**src/rtl/set_pkg.sv**
```systemverilog
// Shared mode codes and scan FSM states for the N-circle set counter.
package set_pkg;

   localparam logic [1:0] MODE_ANY   = 2'b00;
   localparam logic [1:0] MODE_ALL   = 2'b01;
   localparam logic [1:0] MODE_ODD   = 2'b10;
   localparam logic [1:0] MODE_EXACT = 2'b11;

   typedef enum logic [1:0] {
      ST_IDLE  = 2'b00,
      ST_SCAN  = 2'b01,
      ST_DRAIN = 2'b10,
      ST_DONE  = 2'b11
   } state_t;

endpackage

```
**src/rtl/circle_hit.sv**
```systemverilog
// Combinational point-in-circle test: (px-cx)^2 + (py-cy)^2 <= r^2.
module circle_hit #(
   parameter int COORD_W = 4
) (
   input  logic [COORD_W-1:0] cx,
   input  logic [COORD_W-1:0] cy,
   input  logic [COORD_W-1:0] r,
   input  logic [COORD_W-1:0] px,
   input  logic [COORD_W-1:0] py,
   output logic               hit
);

   localparam int PW = 2*COORD_W + 2;
   localparam int SW = 2*(COORD_W+1) + 1;

   logic signed [COORD_W:0] dx, dy;
   logic signed [PW-1:0]    dxe, dye, dx2, dy2;
   logic [SW-1:0]           d2, r2;

   assign dx  = $signed({1'b0, px}) - $signed({1'b0, cx});
   assign dy  = $signed({1'b0, py}) - $signed({1'b0, cy});
   // Sign-extend before squaring so the product is formed at full width.
   assign dxe = PW'(dx);
   assign dye = PW'(dy);
   assign dx2 = dxe * dxe;
   assign dy2 = dye * dye;
   assign d2  = SW'($unsigned(dx2)) + SW'($unsigned(dy2));
   assign r2  = SW'(r) * SW'(r);
   assign hit = (d2 <= r2);

endmodule

```
**src/rtl/set_count_n.sv**
```systemverilog
// Scans a GRID_MAX x GRID_MAX grid and counts points matching a set
// expression over a masked subset of NUM_CIRCLES circles.
module set_count_n
   import set_pkg::*;
#(
   parameter int NUM_CIRCLES = 3,
   parameter int COORD_W     = 4,
   parameter int GRID_MAX    = 8,
   parameter int CNT_W       = $clog2(GRID_MAX*GRID_MAX+1)
) (
   input  logic                               clk,
   input  logic                               rst_n,
   input  logic                               en,
   input  logic [2*COORD_W*NUM_CIRCLES-1:0]   central,
   input  logic [COORD_W*NUM_CIRCLES-1:0]     radius,
   input  logic [1:0]                         mode,
   input  logic [NUM_CIRCLES-1:0]             mask,
   input  logic [$clog2(NUM_CIRCLES+1)-1:0]   k,
   output logic                               busy,
   output logic                               valid,
   output logic [CNT_W-1:0]                   candidate
);

   localparam int KW = $clog2(NUM_CIRCLES+1);
   localparam logic [COORD_W-1:0] LAST = COORD_W'(GRID_MAX);

   state_t                             state;
   logic [2*COORD_W*NUM_CIRCLES-1:0]   cen_q;
   logic [COORD_W*NUM_CIRCLES-1:0]     rad_q;
   logic [1:0]                         mode_q;
   logic [NUM_CIRCLES-1:0]             mask_q;
   logic [KW-1:0]                      k_q;
   logic [COORD_W-1:0]                 x, y;
   logic                               sel;
   logic [CNT_W-1:0]                   count;

   logic [NUM_CIRCLES-1:0]             hit, m;
   logic [KW-1:0]                      pc;
   logic                               sel_next;

   for (genvar i = 0; i < NUM_CIRCLES; i++) begin : g_circ
      circle_hit #(.COORD_W(COORD_W)) u_hit (
         .cx  (cen_q[(2*i+1)*COORD_W +: COORD_W]),
         .cy  (cen_q[2*i*COORD_W +: COORD_W]),
         .r   (rad_q[i*COORD_W +: COORD_W]),
         .px  (x),
         .py  (y),
         .hit (hit[i])
      );
   end

   assign m = hit & mask_q;

   always_comb begin
      pc = '0;
      for (int i = 0; i < NUM_CIRCLES; i++) pc = pc + KW'(m[i]);
   end

   // An empty mask selects nothing, including EXACT with k=0.
   always_comb begin
      sel_next = 1'b0;
      case (mode_q)
         MODE_ANY:   sel_next = |m;
         MODE_ALL:   sel_next = (m == mask_q);
         MODE_ODD:   sel_next = ^m;
         MODE_EXACT: sel_next = (pc == k_q);
         default:    sel_next = 1'b0;
      endcase
      if (mask_q == '0) sel_next = 1'b0;
   end

   assign busy = (state != ST_IDLE);

   always_ff @(posedge clk or negedge rst_n) begin
      if (!rst_n) begin
         state     <= ST_IDLE;
         cen_q     <= '0;
         rad_q     <= '0;
         mode_q    <= MODE_ANY;
         mask_q    <= '0;
         k_q       <= '0;
         x         <= '0;
         y         <= '0;
         sel       <= 1'b0;
         count     <= '0;
         valid     <= 1'b0;
         candidate <= '0;
      end else begin
         valid <= 1'b0;
         case (state)
            ST_IDLE: begin
               if (en) begin
                  cen_q  <= central;
                  rad_q  <= radius;
                  mode_q <= mode;
                  mask_q <= mask;
                  k_q    <= k;
                  count  <= '0;
                  sel    <= 1'b0;
                  x      <= COORD_W'(1);
                  y      <= COORD_W'(1);
                  state  <= ST_SCAN;
               end
            end
            ST_SCAN: begin
               // sel lags the scan by one point; DRAIN folds in the last one.
               sel   <= sel_next;
               count <= count + CNT_W'(sel);
               if (x == LAST) begin
                  x <= COORD_W'(1);
                  if (y == LAST) state <= ST_DRAIN;
                  else           y     <= y + COORD_W'(1);
               end else begin
                  x <= x + COORD_W'(1);
               end
            end
            ST_DRAIN: begin
               count <= count + CNT_W'(sel);
               state <= ST_DONE;
            end
            ST_DONE: begin
               candidate <= count;
               valid     <= 1'b1;
               state     <= ST_IDLE;
            end
            default: state <= ST_IDLE;
         endcase
      end
   end

endmodule

```
**config.mk**
```make
export PLATFORM = sky130hd
export DESIGN_NAME = set_count_n
export DESIGN_NICKNAME = d
export VERILOG_FILES = /design/src/rtl/set_pkg.sv /design/src/rtl/circle_hit.sv /design/src/rtl/set_count_n.sv
export SDC_FILE = /design/constraint.sdc
export NUM_CORES = 1
export LEC_CHECK = 0
export CAP_MARGIN = 25
export CORE_UTILIZATION = 51
export CTS_CLUSTER_SIZE = 30
export DETAILED_ROUTE_END_ITERATION = 12
export GPL_TIMING_DRIVEN = 1
export PLACE_DENSITY = 0.75
export SLEW_MARGIN = 5
export SYNTH_ARGS = -nofsm -noshare
export SYNTH_HDL_FRONTEND = slang
export SYNTH_SLANG_ARGS = --single-unit
```
**constraint.sdc**
```tcl
create_clock -name clk -period 9.4 [get_ports clk]
set_input_delay 1.88 -clock clk [delete_from_list [all_inputs] [get_ports clk]]
set_output_delay 1.88 -clock clk [all_outputs]
set_load 0.05 [all_outputs]
```
# ---- Yosys cells after proc, flatten, opt, wreduce, memory -nomap -nowiden
# Cells that the tools add are included.
# Widths: inputs -> output; s select.
dict set report word_totals {
  word_cells 84
  in_bits 46
  regBits 69
}
dict set report op_classes {
  add_sub_neg 14
  n_eq_ne 14
  n_reduce_logical 14
  n_mul 9
  muxes 17
  n_lt_le_gt_ge 3
  bitwise 1
}
# operator count
set op_table {}
lappend op_table {{$mul 5x5->10} 6}
lappend op_table {{$add 10x10->11} 3}
lappend op_table {{$le 11x8->1} 3}
lappend op_table {{$sub 4x4->5} 6}
lappend op_table {{$mul 4x4->8} 3}
lappend op_table {{$mux 4} 4}
lappend op_table {{$pmux 4 s2} 2}
lappend op_table {{$pmux 7 s2} 1}
lappend op_table {{$add 4x1->4 const B} 2}
lappend op_table {{$eq 2x2->1 const B} 4}
lappend op_table {{$eq 4x4->1 const B} 2}
lappend op_table {{$ne 2x2->1 const B} 4}
lappend op_table {{$pmux 2 s4} 1}
lappend op_table {{$add 7x1->7} 1}
lappend op_table {{$mux 7} 1}
lappend op_table {{$mux 2} 3}
lappend op_table {{$reduce_and 2->1} 3}
lappend op_table {{$reduce_bool 2->1} 3}
lappend op_table {{$eq 2x1->1 const B} 2}
lappend op_table {{$logic_not 2->1} 2}
lappend op_table {{$pmux 1 s4} 1}
lappend op_table {{$reduce_and 4->1} 1}
lappend op_table {{$and 3x3->3} 1}
lappend op_table {{$eq 3x3->1} 1}
lappend op_table {{10 further kinds} 12}

# ---- Depth between registers and ports, before layout
dict set report logic_depth {
  ltp_word 11
  mapped_depth 36
  ltp_nobuf 36
}

# ---- Modules after synthesis
# From an unflattened synthesis, not the netlist that was laid out.
dict set report unflattened {
  hier_cells 1058
  area_unflattened_um2 10131.0
}
# mod area_each_um2 n_inst cells_per_inst
set by_module_without_submodules {}
lappend by_module_without_submodules {{circle_hit (g_circ[0].u_hit ...)} 2349.8 2 275}
lappend by_module_without_submodules {set_count_n 3049.2 1 230}
lappend by_module_without_submodules {{circle_hit (g_circ[1].u_hit)} 2382.3 1 278}

# ---- Least setup slack after synthesis
# Ideal clock, no wire load.
dict set report synth_path {
  kind {reg-to-reg}
  from {register y[0]}
  to {register sel}
  slack_ns 2.225
  path_buffers 0
  stages_incl_launch_ff 33
  setup_time_ns 0.096
  period_less_slack_ns 7.175
  required_ns 9.304
  arrival_ns 7.080
  cell_sequence {dfrtp_1 -> inv_1 -> ha_1 -> inv_1 -> fa_1 -> a21o_1 -> a21o_1 -> inv_1 -> nand2_1 -> fa_1 -> fa_1 -> fa_1 -> inv_1 -> fa_1 -> xor2_1 -> ha_1 -> a211oi_2 -> o21bai_1 -> xnor2_1 -> ha_1 -> nand4_1 -> nor3_1 -> a21oi_1 -> a211oi_2 -> and3_1 -> and2_1 -> fa_1 -> or3b_1 -> a21oi_1 -> o221ai_1 -> nand2_1 -> o21ai_1 -> nor4_2}
}
dict set report synth_between {
  elab_chain_len 11
  word_cells_on_any_way 22
}
# element line
set synth_rtl {}
lappend synth_rtl {{from (decl)} set_count_n.sv:33} ;# logic [COORD_W-1:0] x, y;
lappend synth_rtl {{from (signal assigned)} set_count_n.sv:112} ;# else y <= y + COORD_W'(1);
lappend synth_rtl {{$sub 4x4->5} circle_hit.sv:21} ;# assign dy = $signed({1'b0, py}) - $signed({1'b0, cy});
lappend synth_rtl {{$mul 5x5->10} circle_hit.sv:26} ;# assign dy2 = dye * dye;
lappend synth_rtl {{$add 10x10->11} circle_hit.sv:27} ;# assign d2 = SW'($unsigned(dx2)) + SW'($unsigned(dy2));
lappend synth_rtl {{$le 11x8->1} circle_hit.sv:29} ;# assign hit = (d2 <= r2);
lappend synth_rtl {{$and 3x3->3 (*)} set_count_n.sv:52} ;# assign m = hit & mask_q;
lappend synth_rtl {{$add 1x1->2} set_count_n.sv:56} ;# for (int i = 0; i < NUM_CIRCLES; i++) pc = pc + KW'(m[i]);
lappend synth_rtl {{$add 2x1->2} set_count_n.sv:56}
lappend synth_rtl {{$eq 2x2->1} set_count_n.sv:66} ;# MODE_EXACT: sel_next = (pc == k_q);
lappend synth_rtl {{$pmux 1 s4 (*)} set_count_n.sv:62} ;# case (mode_q)
lappend synth_rtl {{$mux 1 (*)} set_count_n.sv:69} ;# if (mask_q == '0) sel_next = 1'b0;
lappend synth_rtl {{$pmux 1 s2 (*)} set_count_n.sv:90} ;# case (state)
lappend synth_rtl {{to (signal assigned)} set_count_n.sv:107} ;# sel <= sel_next;
lappend synth_rtl {{to (decl)} set_count_n.sv:34} ;# logic sel;
# Mark *: on every way between the ends. The rest lies on a longest branch, timed or not.
# A chain may end at the register's enable or synchronous reset.

# ---- Final worst setup path
# Same ends and word-level chain as after synthesis.

==> flow_summary.rst <==
.. list-table::
   :header-rows: 1

   * - Metric
     - Value
   * - Synth Area in Compound Gates
     - 0.114
   * - 1st-iter DRT viols
     - around 240
   * - Proportion of power drawn by the clock network
     - 0.503
   * - GRT Resource Usage Total
     - 0.205
   * - Quantity of hold-fixing buffers added after cts
     - 0
   * - Power consumption
     - around 0.67 mW
   * - Least-Margin Pin Slew
     - 896 ps
   * - Period minus WS final
     - 8020 ps
   * - Share of synthesized cell area in full adder, half adder and majority cells
     - 0.388
   * - Global placement routability congestion
     - 0.837
   * - Via density
     - 5.18
   * - Multi-input gate area in the final layout
     - between 0.007 and 0.008 mm²
   * - Antenna violations before repair
     - 0
   * - Total wirelength of the detailed-routed design
     - roughly 19000 µm
   * - Final Hold Fails
     - 0
   * - Kind of capture point of the worst setup path
     - flop
   * - Cell area after technology mapping
     - roughly 0.010 mm²
   * - Clock Root Buffer
     - clkbuf_16
   * - Post-synthesis sequential area ratio
     - 0.172
   * - Area used by sequential logic in the layout
     - about 0.0017 mm²
   * - Hold path startpoint
     - cen_q[17]
   * - Clock tree from TritonCTS
     - done
   * - Number of cells produced by synthesis
     - between 1k and 1.5k
   * - CP max FO
     - 6
   * - Switching fraction of total power
     - 0.254
   * - Number of primary I/O pins
     - 55
   * - Overflow left after global routing
     - 0
   * - Horiz. Die Dim
     - 142 µm
   * - Number of filler cells placed in the layout
     - 1703
   * - Slowest CP cell
     - fa_1
   * - Flop pwr share
     - 0.440
   * - Crit Path Category
     - flop to flop
   * - Number of I/O port buffers
     - 54
   * - FP Rows
     - 50
   * - Leading post-synthesis cells by cell area
     - ha_1, fa_1, dfrtp_1
   * - Net count, final
     - between 1k and 1.5k
   * - Critical path data arrival time
     - 8280 ps
   * - Maximum vdd ir drop
     - 0.0000618 V
   * - Multiplexer share of the synthesized area
     - 0.0614
   * - Cell type contributing the most total cell area after synthesis
     - ha_1
   * - Worst skew pair latency
     - between 300 and 400 ps
   * - Primary FF master, synth
     - dfrtp_1
   * - Final antenna-violating net count
     - 0
   * - Pin count of the biggest net entering global routing
     - 70
   * - Leakage component of the power
     - 5.89 nW
   * - Fin. max-slew vios
     - 0
   * - Worst setup path startpoint
     - y[0]
   * - Proportion of register bits with asynchronous set or reset after synthesis
     - 1.00
   * - Main combinational cell family by area after synthesis
     - adder cells
   * - Fraction of synthesized cell area in xor and xnor cells
     - 0.0828
   * - H-Tree Level Count
     - 3
   * - Fraction of synthesized cell area taken by the top area cell type
     - 0.197
   * - Number of antenna diodes
     - 0
   * - Area growth from synthesis to layout
     - 11.5%
   * - Wire length of the first global-routing pass
     - 33300 µm
   * - Die height
     - about 140 µm
   * - Critical path required time
     - 9650 ps
   * - Switching power
     - 0.171 mW
   * - Share of power burned in combinational logic
     - 0.058
   * - Critical Path Most Common Cell
     - fa_1
   * - Category of the worst setup path launch point
     - flop
   * - Count of buffers added by post-CTS timing repair for setup
     - 0
   * - RSZ-0062 raised after global routing
     - no
   * - Final period util
     - 0.854
   * - Effective utilization at floorplan
     - 0.528
   * - Number of library cell types mapped by synthesis
     - 60
   * - Die area
     - 0.0203 mm²
   * - Remaining design rule violation count
     - 0
   * - Internal
     - 0.504 mW
   * - Total number of vias
     - between 7k and 8k
   * - Power Density
     - roughly 60 mW/mm²
   * - Tightest hold margin
     - roughly 510 ps
   * - Number of enable-type register cells in the synthesized netlist
     - 0
   * - Post-detailed-route wirelength per cell
     - 13.7 µm
   * - Initial DRT Pass Iterations
     - 4
   * - Accumulated negative setup slack
     - 0 ps
   * - Clock slew at reported path FFs
     - around 70 ps
   * - Post-DP HPWL
     - 15900 µm
   * - Buffer depth of the longest clock path
     - 2
   * - Total clock buffers created by CTS
     - 9
   * - Worst hold path type
     - flop to flop
   * - Clock sinks
     - 69
   * - Worst Clk Skew
     - a little over 8 ps
   * - Highest clock rate
     - 0.125 GHz
   * - Layout cell share with drive strength beyond 1
     - 0.0783
   * - Finish-stage setup viols
     - 0
   * - Reg2reg start
     - y[0]
   * - Ys Warns
     - 0
   * - Max stage delay on crit path
     - between 500 and 600 ps
   * - Via count of the first global-routing pass
     - ~7.4k
   * - Max-cap check violation count
     - 0
   * - Mean instance size in the synthesized netlist
     - 9.58 µm²
   * - Core region area
     - 0.0190 mm²
   * - Register bit total from synthesis
     - between 60 and 70
   * - Area fraction in and, or, nand and nor cells after synthesis
     - 0.105
   * - Resized cells post-CTS
     - 0
   * - Relative slew slack
     - 0.402
   * - Status
     - complete, no violations
==> cell usage in the layout (no fill, tap or decap), types with 4 or more instances in the layout <==
cell / Yosys / routed
a21oi_1: 53 / 53
nand2_1: 48 / 48
o21ai_0: 12 / 12
dfrtp_1: 69 / 69
mux2_2: 53 / 53
fa_1: 96 / 96
ha_1: 158 / 158
and2_1: 30 / 30
o211ai_1: 7 / 7
clkdlybuf4s50_1: 0 / 53
nor2b_1: 13 / 13
inv_1: 190 / 190
clkbuf_16: 0 / 9
nor2_1: 60 / 60
conb_1: 1 / 12
nor3_1: 9 / 9
xor2_1: 32 / 32
nand4_1: 6 / 6
nand3_1: 7 / 7
a21o_1: 41 / 41
o21bai_1: 14 / 14
a211o_1: 4 / 4
xnor2_1: 63 / 63
and3_1: 7 / 7
nand2b_1: 20 / 20
==> per-stage QoR <==
| step | worst slack (ps) | util | area [µm²] | cells |
|---|---|---|---|---|
| 4_1_cts | 1390 | 0.589 | 11200 | 1384 |
| 3_3_place_gp | 1530 | 0.574 | 10900 | 1368 |
| 5_1_grt | 705 | 0.589 | 11200 | 1384 |
| 3_5_place_dp | 1400 | 0.574 | 10900 | 1368 |
| 6_report | 1380 | 0.589 | 11200 | 1384 |
| 2_1_floorplan | 2220 | - | 10100 | 1060 |
==> worst paths after layout <==
| check | slack, ps | end | cells past startpoint |
|---|---|---|---|
| min reg2reg | 510 | cen_q[17] | 1 |
| max | 1380 | sel | 34 |
| max in group asynchronous | 7160 | cen_q[9] | 1 |
| min | 510 | cen_q[17] | 1 |
| max reg2reg | 1380 | sel | 34 |
| min in group asynchronous | 1660 | candidate[4] | 1 |
==> cell families after synthesis <==
logic type | count (synthesis)
buf+inv | 197
flops | 69
simple gates | 211
compound gates | 167
fa+ha+maj | 254
other cells | 1
mux | 55
xor+xnor | 95
==> routing by layer <==
| layer | wire [µm] | vias up | global-route usage |
|---|---|---|---|
| li1 | - | 3590 | - |
| met1 | 8940 | 3494 | 0.271 |
| met2 | 9400 | 73 | 0.362 |
| met3 | 341 | 19 | 0.0162 |
| met4 | 345 | 0 | 0.0521 |
| met5 | 0 | - | 0 |
==> state kept, by name (all words and copies together), names as in the netlist <==
register and flops:
cen_q 24, rad_q 12, candidate 7, count 7
x 4, y 4, mask_q 3, k_q 2
mode_q 2, state 2, sel 1, valid 1
==> final cells by class <==
cell class	instances	share of cell area
clock buffers	9	0.0201
inverters	190	0.0637
multi-input cells	794	0.679
clock inverters	7	0.00559
well taps	260	0.0291
flip-flops and latches	69	0.154
repair buffers	55	0.0487
==> power groups by stage <==
stage	Sequential [mW]	Combinational [mW]	Clock (mW)
after CTS	0.297	0.0397	0.347
final	0.297	0.0389	0.339
after floorplan	0.303	0.0114	0
after global routing	0.297	0.0440	0.357
after detailed placement	0.302	0.0396	0
after global placement	0.302	0.0392	0
==> Yosys cell counts, types with 9 or more instances <==
library cell	number
inv_1	190
ha_1	158
fa_1	96
dfrtp_1	69
xnor2_1	63
nor2_1	60
a21oi_1	53
mux2_2	53
nand2_1	48
a21o_1	41
xor2_1	32
and2_1	30
nand2b_1	20
o21bai_1	14
nor2b_1	13
o21ai_0	12
nor3_1	9
==> critical path: cells and delay by family (launching register included) <==
kind	cells	cell delay, ps
adder cells (fa/ha/maj)	9	3550
AO/OA/AOI/OAI	10	1690
AND/OR/NAND/NOR	9	1480
buffers and inverters	4	540
flip-flops	1	420
XOR/XNOR	2	250
No activity file was read; power rests on OpenSTA's default activity.
